<file path="config.mk">
export PLATFORM = sky130hd
export DESIGN_NAME = alu_arbiter
export DESIGN_NICKNAME = d
export VERILOG_FILES = /design/src/rtl/alu_arbiter.sv
export SDC_FILE = /design/constraint.sdc
export NUM_CORES = 1
export LEC_CHECK = 0
export ABC_AREA = 0
export BUFFER_PORTS_ARGS = -buffer_cell sky130_fd_sc_hd__clkbuf_2
export CAP_MARGIN = 15
export CORE_AREA = 5 5 161 163
export DETAILED_ROUTE_END_ITERATION = 6
export DIE_AREA = 0 0 166 168
export GPL_TIMING_DRIVEN = 0
export PLACE_DENSITY = 0.52
export SYNTH_ARGS = -nofsm -noshare
export SYNTH_HDL_FRONTEND = slang
export SYNTH_SLANG_ARGS = --single-unit
</file>
<file path="constraint.sdc">
create_clock -name clk -period 2.6 [get_ports clk]
set_input_delay 0.13 -clock clk [delete_from_list [all_inputs] [get_ports clk]]
set_output_delay 0.13 -clock clk [all_outputs]
set_load 0.1 [all_outputs]
</file>
<file path="src/rtl/alu_arbiter.sv">
// rtl/alu_arbiter.sv - round-robin arbiter sharing one combinational ALU between two requesters
module alu_arbiter #(
    parameter int DATA_W = 32
) (
    input  logic              clk,
    input  logic              rst,

    input  logic              req0_valid,
    output logic              req0_ready,
    input  logic [5:0]        req0_cnt,
    input  logic [DATA_W-1:0] req0_r1,
    input  logic [DATA_W-1:0] req0_r2,
    input  logic [DATA_W-1:0] req0_imm,
    input  logic [3:0]        req0_shamt,

    input  logic              req1_valid,
    output logic              req1_ready,
    input  logic [5:0]        req1_cnt,
    input  logic [DATA_W-1:0] req1_r1,
    input  logic [DATA_W-1:0] req1_r2,
    input  logic [DATA_W-1:0] req1_imm,
    input  logic [3:0]        req1_shamt,

    output logic              rsp0_valid,
    input  logic              rsp0_ready,
    output logic [DATA_W-1:0] rsp0_data,
    output logic              rsp0_err,

    output logic              rsp1_valid,
    input  logic              rsp1_ready,
    output logic [DATA_W-1:0] rsp1_data,
    output logic              rsp1_err,

    output logic [5:0]        alu_cnt,
    output logic [DATA_W-1:0] alu_r1,
    output logic [DATA_W-1:0] alu_r2,
    output logic [DATA_W-1:0] alu_imm,
    output logic [3:0]        alu_shamt,
    input  logic [DATA_W-1:0] alu_out,

    output logic              busy
);

    typedef enum logic [1:0] {
        IDLE = 2'd0,
        EXEC = 2'd1,
        RESP = 2'd2
    } state_t;

    state_t            r_state;
    state_t            w_next_state;

    logic              r_last_grant;
    logic              r_owner;
    logic              r_err;
    logic [DATA_W-1:0] r_result;
    logic [5:0]        r_alu_cnt;
    logic [DATA_W-1:0] r_alu_r1;
    logic [DATA_W-1:0] r_alu_r2;
    logic [DATA_W-1:0] r_alu_imm;
    logic [3:0]        r_alu_shamt;

    logic              w_idle;
    logic              w_grant0;
    logic              w_grant1;
    logic              w_accept;
    logic              w_sel;
    logic              w_sel_legal;
    logic              w_rsp_ready;
    logic [5:0]        w_sel_cnt;
    logic [DATA_W-1:0] w_sel_r1;
    logic [DATA_W-1:0] w_sel_r2;
    logic [DATA_W-1:0] w_sel_imm;
    logic [3:0]        w_sel_shamt;

    // Operation codes the ALU implements; anything else is bounced with err.
    function automatic logic f_code_legal(input logic [5:0] code);
        case (code)
            6'd1, 6'd2, 6'd3, 6'd4, 6'd6, 6'd7, 6'd8, 6'd9,
            6'd11, 6'd12, 6'd13, 6'd14, 6'd15, 6'd16, 6'd17,
            6'd27, 6'd28, 6'd29, 6'd30: f_code_legal = 1'b1;
            default:                    f_code_legal = 1'b0;
        endcase
    endfunction

    // Round-robin grant: a lone requester wins, a tie goes to the port not granted last.
    // Reset masks the grant so nobody believes it was accepted in a cycle that is discarded.
    always_comb begin
        w_idle   = (r_state == IDLE) && !rst;
        w_grant0 = w_idle && req0_valid && (!req1_valid || r_last_grant);
        w_grant1 = w_idle && req1_valid && (!req0_valid || !r_last_grant);
        w_accept = w_grant0 || w_grant1;
        w_sel    = w_grant1;
    end

    // Steer the winning requester's operation toward the ALU input registers.
    always_comb begin
        if (w_sel) begin
            w_sel_cnt   = req1_cnt;
            w_sel_r1    = req1_r1;
            w_sel_r2    = req1_r2;
            w_sel_imm   = req1_imm;
            w_sel_shamt = req1_shamt;
        end else begin
            w_sel_cnt   = req0_cnt;
            w_sel_r1    = req0_r1;
            w_sel_r2    = req0_r2;
            w_sel_imm   = req0_imm;
            w_sel_shamt = req0_shamt;
        end
        w_sel_legal = f_code_legal(w_sel_cnt);
    end

    // Response ready of whichever port owns the operation in flight.
    always_comb begin
        w_rsp_ready = r_owner ? rsp1_ready : rsp0_ready;
    end

    // Next state: illegal codes skip EXEC since the ALU result is never used.
    always_comb begin
        w_next_state = r_state;
        case (r_state)
            IDLE: begin
                if (w_accept) begin
                    w_next_state = w_sel_legal ? EXEC : RESP;
                end
            end
            EXEC: w_next_state = RESP;
            RESP: begin
                if (w_rsp_ready) begin
                    w_next_state = IDLE;
                end
            end
            default: w_next_state = IDLE;
        endcase
    end

    // State register.
    always_ff @(posedge clk) begin
        if (rst) begin
            r_state <= IDLE;
        end else begin
            r_state <= w_next_state;
        end
    end

    // Datapath: capture operands on accept, capture the ALU result after the EXEC cycle.
    always_ff @(posedge clk) begin
        if (rst) begin
            r_last_grant <= 1'b1;
            r_owner      <= 1'b0;
            r_err        <= 1'b0;
            r_result     <= '0;
            r_alu_cnt    <= '0;
            r_alu_r1     <= '0;
            r_alu_r2     <= '0;
            r_alu_imm    <= '0;
            r_alu_shamt  <= '0;
        end else if (w_accept) begin
            r_alu_r1     <= w_sel_r1;
            r_alu_r2     <= w_sel_r2;
            r_alu_imm    <= w_sel_imm;
            r_alu_shamt  <= w_sel_shamt;
            r_owner      <= w_sel;
            r_last_grant <= w_sel;
            if (w_sel_legal) begin
                r_alu_cnt <= w_sel_cnt;
            end else begin
                r_alu_cnt <= '0;
                r_result  <= '0;
                r_err     <= 1'b1;
            end
        end else if (r_state == EXEC) begin
            r_result <= alu_out;
            r_err    <= 1'b0;
        end
    end

    assign req0_ready = w_grant0;
    assign req1_ready = w_grant1;

    // Result and err come straight from registers, so they stay stable while a response stalls.
    assign rsp0_valid = (r_state == RESP) && !r_owner;
    assign rsp1_valid = (r_state == RESP) && r_owner;
    assign rsp0_data  = r_owner ? '0 : r_result;
    assign rsp1_data  = r_owner ? r_result : '0;
    assign rsp0_err   = !r_owner && r_err;
    assign rsp1_err   = r_owner && r_err;

    assign alu_cnt    = r_alu_cnt;
    assign alu_r1     = r_alu_r1;
    assign alu_r2     = r_alu_r2;
    assign alu_imm    = r_alu_imm;
    assign alu_shamt  = r_alu_shamt;

    assign busy       = (r_state != IDLE);

endmodule

</file>
==> results of run 1 <==
## state kept, by name, indices dropped and copies added (netlist names)
signal        cells
alu_r1           32
r_err             1
r_result         32
alu_cnt           6
alu_shamt         4
r_last_grant      1
r_state           2
alu_r2           32
alu_imm          32
r_owner           1
## cells by family (layout without fill, tap and decap cells)
kind of cell	count (synthesis)	after routing	share of synthesized area, %
compound gates	156	156	21.7
buf+inv	75	759	5.28
flops	143	143	45.1
mux	1	1	0.177
other cells	0	1	0
simple gates	398	398	27.8
## worst max-delay path, cell delays in order (launching register included)
cell and delay [ps]:
sky130_fd_sc_hd__dfxtp_1 350, sky130_fd_sc_hd__nor3_4 290, sky130_fd_sc_hd__nand3_4 200, sky130_fd_sc_hd__buf_2 300, sky130_fd_sc_hd__clkbuf_2 260, sky130_fd_sc_hd__a311oi_1 290, sky130_fd_sc_hd__dlygate4sd3_1 620
## through the flow
step | setup WS [ps] | cells
after floorplan | 463 | 773
after global placement | 426 | 1522
after detailed placement | 436 | 1522
after CTS | 60.0 | 1781
after global routing | 49.3 | 1782
final | 213 | 1782
## repair_timing
action                                 CTS  global route
resized for setup                        0             9
endpoints found under the hold margin  132             0
setup endpoints to repair                0            28
hold buffers                           227             0
## where the power goes
part	internal, µW	switching, µW
registers	2400	128
clock network	1440	1060
logic	770	2250
total	4610	3440
## routing by layer
layer	wire [µm]	vias up
li1	-	4062
met1	12700	3973
met2	15100	392
met3	2160	64
met4	1140	0
met5	0	-
## cells in the final DEF, fill, tap and decap left out, drive strengths merged
cell,netlist,final
clkbuf,49,494
dlygate4sd3,0,227
nand2,204,204
dfxtp,143,143
nor2,104,104
a311oi,100,100
a22o,41,41
and2,34,34
nor2b,33,33
buf,20,19
inv,6,11
o21ai,4,4
clkinv,0,4
nor3,4,4
a31oi,4,4
nand2b,3,3
nand3,3,3
nor4,2,2
nor4bb,2,2
a211oi,2,2
nor3b,2,2
and2b,2,2
nand4,2,2
clkinvlp,0,2
bufinv,0,2
a21bo,2,2
and4bb,2,2
diode,0,1
or2,1,1
mux2,1,1
a211o,1,1
o31ai,1,1
o22ai,1,1
## area by class of cell
class | instances | share of cell area, %
timing repair buffer | 652 | 37.4
buffer | 69 | 2.69
multi-input combinational | 555 | 26.9
clock inverter | 13 | 1.30
tap | 324 | 3.45
clock buffer | 19 | 3.68
inverter | 6 | 0.213
sequential | 143 | 24.3
antenna | 1 | 0.0213
## path summary, 6_finish.rpt
check | start | to | slack, ps | cells past startpoint
max | r_state[1]$_SDFFE_PP0P_ | alu_r1[22]$_SDFFE_PP0P_ | 210 | 6
min reg2reg | alu_cnt[5]$_SDFFE_PP0P_ | alu_cnt[5]$_SDFFE_PP0P_ | 470 | 1
max reg2reg | r_state[1]$_SDFFE_PP0P_ | alu_r1[22]$_SDFFE_PP0P_ | 210 | 6
min | req1_r1[18] | alu_r1[18]$_SDFFE_PP0P_ | 40 | 3
==> impl_metrics.yaml, run 1 <==
global_route:
  grt_antenna_before_repair: 1
  number_of_global_route_vias_before_repair: 8804
  grt.overflow.total: 0
  gr-usage-met1_pct: 25.7
  busiest_layer_in_global_routing: "met2"
  grt_max_degree: 17
  use_met2_pct: 36.0
  grt_util_met3_pct: 6.05
  first_pass_grt_wire_length_mm: 48.3
  globalRouteTotalUtil_pct: 21.4
drt:
  detail_route.vias_per_cell: 4.76
  route.antenna.remaining_nets: 0
  wl_per_cell_um: 17.5
  total_drc_errors_in_the_routed_layout: 0
  initialDrtViolationCount: 426
  detailedRoute.firstPassIterationCount: 4
  routed-via-count: 8491
  drt_wl_total_mm: 31.1
cts:
  h_tree_depth: 4
  cts_buffers: 17
  cts_tree: "done"
  clock_insertion_delay_worst_skew_ps: 420
  clock-root-buffer: "sky130_fd_sc_hd__clkbuf_16"
  cts_num_sinks: 143
  post-cts-setup-buffers: 0
  clock_tree.buffer_depth: 2
  clkTransAtPathRegs_ps: 70
synth:
  ys_seq_elements: 143
  async_flop_share_pct: 0
  yosysWarnings: 0
  synthesis.instances: 773
  number_of_enable_type_register_cells_in_the_synthesized_netlist: 0
  synth_top_cells_by_area: "sky130_fd_sc_hd__dfxtp_1 45%, sky130_fd_sc_hd__a311oi_1 14%, sky130_fd_sc_hd__nand2_1 12%"
  synth_nets: 1023
  post-synth-top-area-cell: "sky130_fd_sc_hd__dfxtp_1"
  syn-cell-area_um2: 6350
  synth_largest_type_area_fraction_pct: 45.1
  post_synth.cell_area_avg_um2: 8.21
  synth_commonest_cells: "204 x sky130_fd_sc_hd__nand2_1, 143 x sky130_fd_sc_hd__dfxtp_1, 104 x sky130_fd_sc_hd__nor2_1"
  sequential_to_total_area_share_from_yosys_stat_pct: 45.1
  ys_dominant_reg_cell: "sky130_fd_sc_hd__dfxtp_1"
  synth_cell_types: 40
  synthMostInstantiatedCell: "sky130_fd_sc_hd__nand2_1"
finish:
  utilization_pct: 48.7
  filler_cell_count: 2306
  finish.net_count: 1694
  combined_area_of_the_multi_input_logic_cells_um2: 3170
  syn_to_final_growth_pct: 85.4
  regArea_um2: 2860
  drive_gt1_share_pct: 33.6
  design_area_um2: 11800
worst_setup_path:
  setup.worst_path.start_class: "flop"
  end_kind: "flop"
  arrival_ps: 2740
  classification_of_the_worst_setup_path: "flop to flop"
  cp_data_required_time_ps: 2960
  timing.critical_path.fanout_max: 10
die:
  die_width_um: 166
  fp-row-count: 57
  ios: 427
  die_area_um2: 27900
  initial_utilization_pct: 26.2
  die_height_um: 168
  core_area_um2: 24200
placed_design:
  hpwlAfterDp_mm: 22.1
  buffer_ports.inserted: 425
  finalWeightedCongestion: 0.859
  placement.cell_area_um2: 8880
power_and_ir_drop:
  total_power_uw: 8040
  power_density_nw_per_um2: 684
  vdd.ir_drop.worst_mv: 0.353
  leakagePower_uw: 0.00550
sta:
  rsz0062_at_grt: "no"
  worst_hold_slack_ps: 37.1
  timing.slew.headroom_pct: 50.2
  setup_tns_ps: 0
  period_needed_ps: 2390
  setup_violations: 0
  final.period_utilization_pct: 91.8
  drv_slew: 0
  finalHoldViolations: 0
  clock.fmax_ghz: 0.419
  skew_ps: 10.3
  tightest_slew_ps: 747
outcome:
  status: "complete, no violations"
run:
  drv_cap: 0
worst_hold_path:
  hold_class: "input pin to flop"
(Power assumes the default switching activity.)
==> inputs of run 2 (changes only) <==
--- a/config.mk
+++ b/config.mk
@@ -8,11 +8,13 @@
 export ABC_AREA = 0
 export BUFFER_PORTS_ARGS = -buffer_cell sky130_fd_sc_hd__clkbuf_2
 export CAP_MARGIN = 15
-export CORE_AREA = 5 5 161 163
+export CORE_AREA = 5 5 163 165
+export CTS_BUF_LIST = sky130_fd_sc_hd__clkbuf_2
 export DETAILED_ROUTE_END_ITERATION = 6
-export DIE_AREA = 0 0 166 168
+export DIE_AREA = 0 0 168 170
 export GPL_TIMING_DRIVEN = 0
-export PLACE_DENSITY = 0.52
+export HOLD_SLACK_MARGIN = 0.15
+export PLACE_DENSITY = 0.53
 export SYNTH_ARGS = -nofsm -noshare
 export SYNTH_HDL_FRONTEND = slang
 export SYNTH_SLANG_ARGS = --single-unit
==> constraint.sdc (replaced) <==
create_clock -name clk -period 2.06 [get_ports clk]
set_input_delay 0.103 -clock clk [delete_from_list [all_inputs] [get_ports clk]]
set_output_delay 0.103 -clock clk [all_outputs]
set_load 0.1 [all_outputs]
==> run 2 against run 1 <==
  * The run now fails in clock tree synthesis (4_1_cts)
  * Synthesized cell count did not move
  * Area after synthesis stayed put
==> impl_metrics.yaml, run 2 <==
synth:
  post-synth-top-area-cell: "sky130_fd_sc_hd__dfxtp_1"
  synth_commonest_cells: "204 x sky130_fd_sc_hd__nand2_1, 143 x sky130_fd_sc_hd__dfxtp_1, 104 x sky130_fd_sc_hd__nor2_1"
  synth_cell_types: 40
  synth_nets: 1023
  ys_seq_elements: 143
  ys_dominant_reg_cell: "sky130_fd_sc_hd__dfxtp_1"
  synth_largest_type_area_fraction_pct: 45.1
  yosysWarnings: 0
  synthesis.instances: 773
  async_flop_share_pct: 0
  syn-cell-area_um2: 6350
  post_synth.cell_area_avg_um2: 8.21
  synthMostInstantiatedCell: "sky130_fd_sc_hd__nand2_1"
  synth_top_cells_by_area: "sky130_fd_sc_hd__dfxtp_1 45%, sky130_fd_sc_hd__a311oi_1 14%, sky130_fd_sc_hd__nand2_1 12%"
  sequential_to_total_area_share_from_yosys_stat_pct: 45.1
  number_of_enable_type_register_cells_in_the_synthesized_netlist: 0
cts:
  h_tree_depth: 4
  ctsResizeCount: 143
  cts_num_sinks: 143
  clock_tree.buffer_depth: 2
  cts_hold_repair_buffers: 314
  clock-root-buffer: "sky130_fd_sc_hd__clkbuf_2"
  post-cts-setup-buffers: 8
  cts_buffers: 17
outcome:
  stop_stage: "clock tree synthesis (4_1_cts)"
  flow.first_error: "[ERROR RSZ-0060] Max buffer count reached."
  status: "aborted with a tool error"
placed_design:
  placed_cells: 1528
  finalWeightedCongestion: 0.882
  hpwlAfterDp_mm: 22.2
  buffer_ports.inserted: 425
die:
  die_width_um: 168
  die_height_um: 170
  fp-row-count: 58
  ios: 427
  initial_utilization_pct: 25.5
## run 2: through the flow
step	setup slack (ps)	instance area (µm²)	TNS, ps	utilization, %	hold WS, ps
after detailed placement	-157	8890	-2020	35.7	323
after global placement	-137	8890	-1270	35.7	321
after floorplan	14.3	6350	0	-	236
## run 2: logic make-up after synthesis
family / after synthesis / synth area share, %
flip-flops: 143 / 45.1
multiplexers: 1 / 0.177
AND/OR/NAND/NOR: 398 / 27.8
buffers and inverters: 75 / 5.28
AO/OA/AOI/OAI: 156 / 21.7
==> inputs of run 3 (changes only) <==
==> config.mk (replaced) <==
export PLATFORM = sky130hd
export DESIGN_NAME = alu_arbiter
export DESIGN_NICKNAME = d
export VERILOG_FILES = /design/src/rtl/alu_arbiter.sv
export SDC_FILE = /design/constraint.sdc
export NUM_CORES = 1
export LEC_CHECK = 0
export ABC_AREA = 0
export BUFFER_PORTS_ARGS = -buffer_cell sky130_fd_sc_hd__clkbuf_2
export CAP_MARGIN = 15
export CORE_AREA = 5 5 161 163
export DETAILED_ROUTE_END_ITERATION = 6
export DIE_AREA = 0 0 166 168
export GPL_TIMING_DRIVEN = 0
export PLACE_DENSITY_LB_ADDON = 0.15
export SYNTH_ARGS = -nofsm -noshare
export SYNTH_HDL_FRONTEND = slang
export SYNTH_SLANG_ARGS = --single-unit
==> constraint.sdc (replaced) <==
create_clock -name clk -period 2.7 [get_ports clk]
set_input_delay 0.135 -clock clk [delete_from_list [all_inputs] [get_ports clk]]
set_output_delay 0.135 -clock clk [all_outputs]
set_load 0.1 [all_outputs]
==> run 3 against run 2 <==
  * The flow now finishes without violations
==> impl_metrics.yaml, run 3 (synthesized netlist as in run 1, its figures left out) <==
sta:
  drv_slew: 0
  setup_tns_ps: 0
  skew_ps: 14.2
  tightest_slew_ps: 810
  timing.slew.headroom_pct: 46.0
  clock.fmax_ghz: 0.400
  rsz0062_at_grt: "no"
  finalHoldViolations: 0
  final.setup.worst_slack_ps: 198
  setup_violations: 0
  final.period_utilization_pct: 92.7
  period_needed_ps: 2500
cts:
  clkTransAtPathRegs_ps: 70
  cts_tree: "done"
  cts_num_sinks: 143
  clock_tree.buffer_depth: 2
  cts_buffers: 17
  clock_insertion_delay_worst_skew_ps: 420
  clock-root-buffer: "sky130_fd_sc_hd__clkbuf_16"
  h_tree_depth: 4
global_route:
  grt_antenna_before_repair: 1
  grt.overflow.total: 0
  grt_max_degree: 17
  number_of_global_route_vias_before_repair: 8581
  first_pass_grt_wire_length_mm: 46.2
  globalRouteTotalUtil_pct: 20.3
finish:
  num_antenna_cells: 0
  most-common-layout-cells: "429 x sky130_fd_sc_hd__clkbuf_2, 214 x sky130_fd_sc_hd__dlygate4sd3_1, 204 x sky130_fd_sc_hd__nand2_1, 143 x sky130_fd_sc_hd__dfxtp_1, 104 x sky130_fd_sc_hd__nor2_1"
  drive_gt1_share_pct: 33.9
  final_common_cell: "sky130_fd_sc_hd__clkbuf_2"
  syn_to_final_growth_pct: 83.0
  filler_cell_count: 2418
  finish.net_count: 1681
drt:
  total_drc_errors_in_the_routed_layout: 0
  detail_route.vias_per_cell: 4.62
  initialDrtViolationCount: 364
  drt_wl_total_mm: 29.7
  routed-via-count: 8165
  wl_per_cell_um: 16.8
  route.antenna.remaining_nets: 0
  detailedRoute.firstPassIterationCount: 4
worst_setup_path:
  startpoint: "r_last_grant$_SDFFE_PP1P_"
  classification_of_the_worst_setup_path: "flop to flop"
  cp_data_required_time_ps: 3060
  rrSetupSlack_ps: 200
  setup.worst_path.start_class: "flop"
  reg2regPathDepth: 7
  worst_r2r_startpoint: "r_last_grant$_SDFFE_PP1P_"
  arrival_ps: 2860
  critical_path.reg2reg.endpoint: "alu_r2[5]$_SDFFE_PP0P_"
  timing.critical_path.fanout_max: 10
  end_kind: "flop"
power_and_ir_drop:
  clock_power_share_pct: 30.8
  leakagePower_uw: 0.00557
  pwr-share-seq_pct: 31.4
  power.share.combinational_pct: 37.8
  power_density_nw_per_um2: 667
  internal_power_uw: 4470
  reported_net_switching_power_uw: 3270
  vdd.ir_drop.worst_mv: 0.377
  p_sw_share_pct: 42.2
outcome:
  status: "complete, no violations"
die:
  die_width_um: 166
  fp-row-count: 57
  core_area_um2: 24200
  die_area_um2: 27900
  die_height_um: 168
  ios: 427
  initial_utilization_pct: 26.2
placed_design:
  finalWeightedCongestion: 0.870
  place_worst_setup_slack_ps: 607
  hpwlAfterDp_mm: 21.8
  buffer_ports.inserted: 425
worst_hold_path:
  timing.hold.worst_endpoint: "r_result[10]$_SDFFE_PP0P_"
  hold_class: "input pin to flop"
  holdPathStages: 2
  holdCritStartpoint: "alu_out[10]"
run:
  drv_cap: 0
## run 3: power groups by stage
stage | logic, µW | registers (µW) | clock network [µW]
global placement | 2600 | 2470 | 0
finish | 2930 | 2430 | 2380
global route | 3090 | 2450 | 2550
floorplan | 775 | 3670 | 0
detailed placement | 2600 | 2470 | 0
CTS | 2940 | 2430 | 2440
## run 3: layout make-up
cell class | count | area (µm²) | area share, %
Buffer | 69 | 317 | 2.73
Clock buffer | 19 | 433 | 3.73
Clock inverter | 13 | 153 | 1.31
Inverter | 6 | 23.8 | 0.205
Multi-Input combinational cell | 555 | 3150 | 27.1
Sequential cell | 143 | 2860 | 24.7
Tap cell | 324 | 405 | 3.49
Timing Repair Buffer | 639 | 4270 | 36.8
## run 3: metrics by stage
stage	total power, µW	std cells	hold WS [ps]	area (µm²)	util [%]
after detailed placement	5070	1522	355	8880	36.7
after CTS	7810	1768	0.238	11600	48.0
after global placement	5070	1522	353	8880	36.7
after floorplan	4440	773	268	6350	-
after global routing	8090	1768	3.44	11600	48.0
final	7740	1768	13.0	11600	48.0
## run 3: worst max-delay path by stage
stage,end
3_3_place_gp,alu_r1[11]$_SDFFE_PP0P_
4_1_cts,alu_r1[11]$_SDFFE_PP0P_
6_report,alu_r2[5]$_SDFFE_PP0P_
3_5_place_dp,alu_r1[10]$_SDFFE_PP0P_
5_1_grt,alu_r2[5]$_SDFFE_PP0P_
2_1_floorplan,rsp1_valid
## run 3: critical path, stage by stage, from the launching register on
cell and delay (ps):
sky130_fd_sc_hd__dfxtp_1 320, sky130_fd_sc_hd__nand2b_1 150, sky130_fd_sc_hd__nand3_2 160, sky130_fd_sc_hd__buf_2 320
sky130_fd_sc_hd__clkbuf_1 430, sky130_fd_sc_hd__nand2_1 150, sky130_fd_sc_hd__a311oi_1 330, sky130_fd_sc_hd__dlygate4sd3_1 590
## run 3: layer usage
layer | wire length, µm | global-route usage, % | up-vias
met4 | 863 | 6.85 | 2
met5 | 13 | 0 | -
li1 | - | - | 4039
met3 | 2090 | 5.91 | 50
met2 | 14700 | 35.7 | 333
met1 | 12100 | 23.9 | 3741
## run 3: timing repair
action	4_1_cts	5_1_grt
hold endpoints to repair	130	0
setup buffers	0	0
gates resized for setup	0	6
hold buffers	214	0
endpoints found under the setup margin	0	14
